==> src/rtl/mem_port_arbiter.sv <==
// mem_port_arbiter: shares one memory port between fetch (IF) and load/store (LS) requesters.
// Define MEM_ARB_RR_EN for round-robin tie-breaking; default is fixed LS-over-IF priority.
module mem_port_arbiter #(
  parameter int ADDR_W = 32,
  parameter int DATA_W = 32
) (
  input  logic              clk,
  input  logic              rst_n,
  input  logic              if_req_i,
  input  logic [ADDR_W-1:0] if_addr_i,
  output logic              if_gnt_o,
  output logic              if_rvalid_o,
  output logic [DATA_W-1:0] if_rdata_o,
  input  logic              ls_req_i,
  input  logic              ls_we_i,
  input  logic [3:0]        ls_be_i,
  input  logic [ADDR_W-1:0] ls_addr_i,
  input  logic [DATA_W-1:0] ls_wdata_i,
  output logic              ls_gnt_o,
  output logic              ls_rvalid_o,
  output logic [DATA_W-1:0] ls_rdata_o,
  output logic              mem_req_o,
  output logic              mem_we_o,
  output logic [3:0]        mem_be_o,
  output logic [ADDR_W-1:0] mem_addr_o,
  output logic [DATA_W-1:0] mem_wdata_o,
  input  logic              mem_gnt_i,
  input  logic              mem_rvalid_i,
  input  logic [DATA_W-1:0] mem_rdata_i,
  output logic              memory_done_o
);
  typedef enum logic [1:0] {IDLE, REQ, RESP} state_t;
  state_t state, state_nx;
  logic own_ls, sel_ls, any_req, gnt, rv;
  assign any_req = if_req_i | ls_req_i;
`ifdef MEM_ARB_RR_EN
  logic last_ls;
  // on a tie, favour whoever was not selected last
  assign sel_ls = ls_req_i & (~if_req_i | ~last_ls);
  always_ff @(posedge clk)
    if (!rst_n) last_ls <= 1'b0;
    else if (state == IDLE && any_req) last_ls <= sel_ls;
`else
  assign sel_ls = ls_req_i;
`endif
  always_ff @(posedge clk)
    if (!rst_n) state <= IDLE;
    else state <= state_nx;
  always_comb begin
    state_nx = state;
    gnt = (state == REQ) & mem_gnt_i;
    rv = (state == RESP) & mem_rvalid_i;
    state_nx = (state == IDLE) ? (any_req ? REQ : IDLE) :
               (state == REQ) ? (mem_gnt_i ? RESP : REQ) :
               (mem_rvalid_i ? IDLE : RESP);
    if_gnt_o = gnt & ~own_ls;
    ls_gnt_o = gnt & own_ls;
    if_rvalid_o = rv & ~own_ls;
    ls_rvalid_o = rv & own_ls;
    if_rdata_o = if_rvalid_o ? mem_rdata_i : '0;
    ls_rdata_o = ls_rvalid_o ? mem_rdata_i : '0;
  end
  // the request is committed here; the bus only ever sees these registers
  always_ff @(posedge clk)
    if (!rst_n) begin
      own_ls <= 1'b0;
      mem_req_o <= 1'b0;
      mem_we_o <= 1'b0;
      mem_be_o <= '0;
      mem_addr_o <= '0;
      mem_wdata_o <= '0;
      memory_done_o <= 1'b1;
    end else begin
      if (state == IDLE && any_req) begin
        own_ls <= sel_ls;
        mem_req_o <= 1'b1;
        mem_we_o <= sel_ls & ls_we_i;
        mem_be_o <= sel_ls ? ls_be_i : 4'hF;
        mem_addr_o <= sel_ls ? ls_addr_i : if_addr_i;
        mem_wdata_o <= sel_ls ? ls_wdata_i : '0;
        memory_done_o <= ~sel_ls;
      end
      if (gnt) mem_req_o <= 1'b0;
      if (rv) memory_done_o <= 1'b1;
    end
endmodule

==> config.mk <==
export PLATFORM = sky130hd
export DESIGN_NAME = mem_port_arbiter
export DESIGN_NICKNAME = d
export VERILOG_FILES = /design/src/rtl/mem_port_arbiter.sv
export SDC_FILE = /design/constraint.sdc
export NUM_CORES = 1
export LEC_CHECK = 0
export CAP_MARGIN = 20
export CORE_MARGIN = 2
export CORE_UTILIZATION = 31
export DETAILED_ROUTE_END_ITERATION = 8
export GPL_ROUTABILITY_DRIVEN = 0
export PLACE_DENSITY = 0.8
export SYNTH_ARGS = -nofsm -noshare
export SYNTH_HDL_FRONTEND = slang
export SYNTH_SLANG_ARGS = --single-unit
==> constraint.sdc <==
create_clock -name clk -period 1.3 [get_ports clk]
set_input_delay 0.195 -clock clk [delete_from_list [all_inputs] [get_ports clk]]
set_output_delay 0.195 -clock clk [all_outputs]
set_load 0.01 [all_outputs]
Word-level counts from Yosys, hierarchy flattened:

Index checks and enable logic that the tools add are counted.

* output and inout port bits: 139
* RAM bits: 0
* logic and storage cells: 35
* flip-flop bits (word level): 74
* memories: 0
* ROM bits: 0
* latch bits: 0
* input bits: 139

* multipliers: 0
* bitwise operators: 11
* div/mod/pow operators: 0
* shift-type cells: 0
* muxes and demuxes: 10
* reductions and logical operators: 4
* $add $sub $neg: 0
* equal/unequal tests: 2
* magnitude comparators: 0

Operators by type and width (count)
* $mux 32: 4
* $mux 2: 4
* $and 1x1->1: 7
* $mux 4: 1
* $reduce_or 2->1: 2
* $not 1->1: 3
* $eq 2x1->1 const B: 1
* $eq 2x2->1 const B: 1
* $logic_not 2->1: 1
* $logic_and 1x1->1: 1
* $mux 1: 1
* $or 1x1->1: 1

Logic depth before layout (Yosys ltp):

* depth after elaboration: 4
* depth in mapped cells: 7
* depth with buffers taken out: 3

Least setup slack after synthesis:

Ideal clock, no wire load.

* path kind: register -> output
* from: register state[0]
* to: output port if_rdata_o[10]
* data arrival time: 1.141 ns
* cell stages (with the launch flop): 5
* required time: 1.105 ns
* path buffers: 1
* path slack: -0.036 ns
* path through: dfxtp_1 -> nand3b_1 -> nor2_1 -> clkbuf_1 -> and2_1

* word-level cells in the longest chain between the ends: 4

RTL lines
* start: declaration: RTL line 33 `state_t state, state_nx;`
* start signal: assignment: RTL line 48 `else state <= state_nx;`
* $eq 2x2->1: RTL line 52 `rv = (state == RESP) & mem_rvalid_i;`
* $and 1x1->1: RTL line 52
* $and 1x1->1: RTL line 58 `if_rvalid_o = rv & ~own_ls;`
* $mux 32: RTL line 60 `if_rdata_o = if_rvalid_o ? mem_rdata_i : '0;`
* end: declaration: RTL line 13 `output logic [DATA_W-1:0] if_rdata_o,`

Every way passes these cells.

Final worst setup path:

* from: register state[0]
* to: output port ls_rdata_o[10]

* word-level cells in the longest chain between the ends: 4

RTL lines
* $eq 2x2->1: RTL line 52
* $and 1x1->1: RTL line 52
* $and 1x1->1: RTL line 59 `ls_rvalid_o = rv & own_ls;`
* $mux 32: RTL line 61 `ls_rdata_o = ls_rvalid_o ? mem_rdata_i : '0;`
* end: declaration: RTL line 21 `output logic [DATA_W-1:0] ls_rdata_o,`

Every way passes these cells.

==> reports/results.tsv <==
metric	value	unit
status	finished, violations left	
failing checks	negative setup slack	
Top delay family on crit path	simple AND/OR/NAND/NOR gates	
post-synthesis mux area share	8.77	%
cell area after synthesis	3650	um2
per-cell routed wire length	18.8	um
Seq/Total Area, Yosys	40.5	%
CP max stage cell	dfxtp_2	
compound-gate portion of the synthesized area	22.7	%
Area Overhead vs Synth	119	%
Worst-Margin Slew	0.313	ns
area leader, netlist	dfxtp_1	
Syn Area/Cell	9.13	um2
Max Cap Viol	0	
Critical Path Sink Type	output port	
DRT iter0 DRCs	232	
largest net degree at the start of global routing	75	
final hold vios	0	
Clock Path Buffers	2	
Remaining DRCs	0	
Skew-Pair Late Insertion Delay	0.34	ns
largest family of logic cells by synthesized area	compound AO/OA/AOI/OAI gates	
slowest stage delay, CP	0.32	ns
post-synthesis cell count	400	
H-tree Lvls	3	
Worst VDD drop	0.000859	V
total wire length	16300	um
DP Wirelength	10200	um
layout cells sized above 1	38.9	%
I/O Buffers	277	
Yosys top cell area share	40.5	%
achievable clock frequency	510	MHz
Slew HR	79.1	%
worst hold slack	0.338	ns
Adder-Cell Fraction of Synth Area	0	%
Pwr per Cell Area	946	nW/um2
WP data required	1.11	ns
Synth cell types	28	
Final Cell Area	8000	um2
cell repeated most along the worst path	buf_6	
number of global-route vias before repair	4256	
Crit path arrival time	1.76	ns
xor/xnor cell area share of the yosys netlist	0	%
Setup WS pre-CTS	-0.823	ns
grt ovf	0	
root buf cell	clkbuf_16	
LEAKAGE	3.92	nW
total die area	12700	um2
Mapped Nets	539	
Yosys Warn Count	0	
initial core utilization	31.9	%
Clk pin slew, worst setup/hold paths	0.06	ns
post-route ant nets	0	
GRT Total Usage	23.0	%
HP Class	in2reg	
vias	4343	
initial antenna violation count	0	
Setup WS post-layout	-0.659	ns
ANT cells	0	
Area contributors post-synth	dfxtp_1 41%, and2_1 11%, o211a_1 9.0%, mux2i_1 8.8%, a21boi_1 6.0%	
Clock Skew	0.00532	ns
Critical Setup Path Class	reg2out	
CP Launch Type	flip-flop	
Final Max Tran Viols	0	
first-pass GRT wire length	22900	um
die height	113	um
TritonCTS buffer count	9	
final cycle utilization of the critical path	151	%
Non-Filler Instances	866	
placed cells	802	
I/O pin count	278	
total power	7.57	mW
final core occ	69.7	%
core area	11500	um2
final setup TNS	-56.28	ns
Simple-Gate Fraction of Synth Area	21.8	%
drt via density	5.02	
Num Clock Sinks	74	
Synth Register Bits	74	
Final min period	1.96	ns
Critical Path, Cell by Cell	nand3b_1, nor2_4, buf_6, clkbuf_16, buf_8, buf_6, and2_4, buf_6	
die width	113	um
crit path buf inv count	5	
RSZ-0062 raised after global routing	true	
Std-Cell Rows	39	
dpl cell area	6600	um2
first-pass iteration count of the detailed router	4	
CP max FO	7	
CTS tree	done	
Final setup viols	141	
nets	857	
synth_stat cells:
| master | n |
|---|---|
| a21oi_1 | 1 |
| buf_6 | 2 |
| nand3_1 | 32 |
| nand2b_1 | 1 |
| o221a_2 | 4 |
| a21boi_0 | 6 |
| nor2_4 | 1 |
| o21a_1 | 1 |
| buf_2 | 14 |
| buf_4 | 1 |
| or2_1 | 2 |
| mux2i_1 | 32 |
| nor3b_4 | 1 |
| nor2_8 | 1 |
| buf_8 | 3 |
| inv_1 | 1 |
| dfxtp_1 | 74 |
| nand2_1 | 34 |
| and2_1 | 64 |
| clkbuf_2 | 1 |
| nand3b_1 | 2 |
| clkbuf_1 | 19 |
| o21ai_0 | 34 |
| nor3b_1 | 1 |
| a21boi_1 | 29 |
| nor2_1 | 5 |
| o211ai_1 | 1 |
| o211a_1 | 33 |
placed cells by master, fill, tap and decap left out, types with 13 or more instances in the layout:
cell type,n
clkdlybuf4s50_1,136
dfxtp_1,72
dlygate4sd2_1,71
buf_6,61
and2_4,41
o211a_1,33
mux2i_1,32
nand3_2,26
o21ai_0,25
and2_1,23
nand2_2,21
a21boi_1,21
buf_4,21
buf_2,17
a21boi_2,13
clkbuf_16,13
buf_12,13
state kept, by name, indices dropped and copies added, names as in the netlist:
name           flops
memory_done_o      1
own_ls             1
state              2
mem_wdata_o       32
mem_addr_o        32
mem_we_o           1
mem_req_o          1
mem_be_o           4
metal layers:
| metal | global-route usage, % | part of all wire [%] | up-vias |
|---|---|---|---|
| met1 | 26.7 | 37 | 2051 |
| met5 | 0 | 0 | - |
| li1 | - | - | 2050 |
| met3 | 6.05 | 6.2 | 38 |
| met2 | 41.0 | 54 | 204 |
| met4 | 7.40 | 2.7 | 0 |
where the power goes:
| part | leakage, nW | internal (mW) | total (mW) | switching, mW |
|---|---|---|---|---|
| combinational | 3.16 | 1.37 | 2.38 | 1.00 |
| clock | 0.152 | 1.60 | 2.60 | 1.00 |
| sequential | 0.612 | 2.49 | 2.59 | 0.108 |
cell families after synthesis:
| logic type | count (synthesis) |
|---|---|
| flops | 74 |
| simple gates | 144 |
| compound gates | 109 |
| buf+inv | 41 |
| mux | 32 |
worst register-to-register path, cell delays in order (launching register included):
cell and delay [ns]:
dfxtp_2 0.32, buf_6 0.11, buf_6 0.10, buf_6 0.11
buf_12 0.12, nor3b_4 0.21, buf_4 0.15, buf_8 0.10
buf_12 0.11, buf_16 0.13, nand2_1 0.05, a21boi_1 0.12
area by class of cell:
| type | count | area, um2 |
|---|---|---|
| clock buffers | 11 | 253 |
| clock inverters | 5 | 60.1 |
| fillers | 864 | 3470 |
| inverters | 1 | 3.75 |
| multi-input cells | 286 | 2410 |
| flip-flops and latches | 74 | 1480 |
| well taps | 143 | 179 |
| repair buffers | 346 | 3600 |
final timing paths:
check	startpoint	to	slack, ns	depth (start not counted)
max	state[0]	ls_rdata_o[10]	-0.66	8
min	rst_n	memory_done_o	0.34	3
max reg2reg	state[1]	mem_wdata_o[24]	-0.40	11
min reg2reg	mem_wdata_o[16]	mem_wdata_o[16]	0.47	2
repair_timing:
action / 4_1_cts / 5_1_grt
hold buffers: 0 / 0
gates resized for setup: 273 / 272
cloned: 9 / 7
buffers inserted: 21 / 14
setup endpoints to repair: 211 / 141
pin swaps: 57 / 39
No activity file was read; power rests on OpenSTA's default activity.
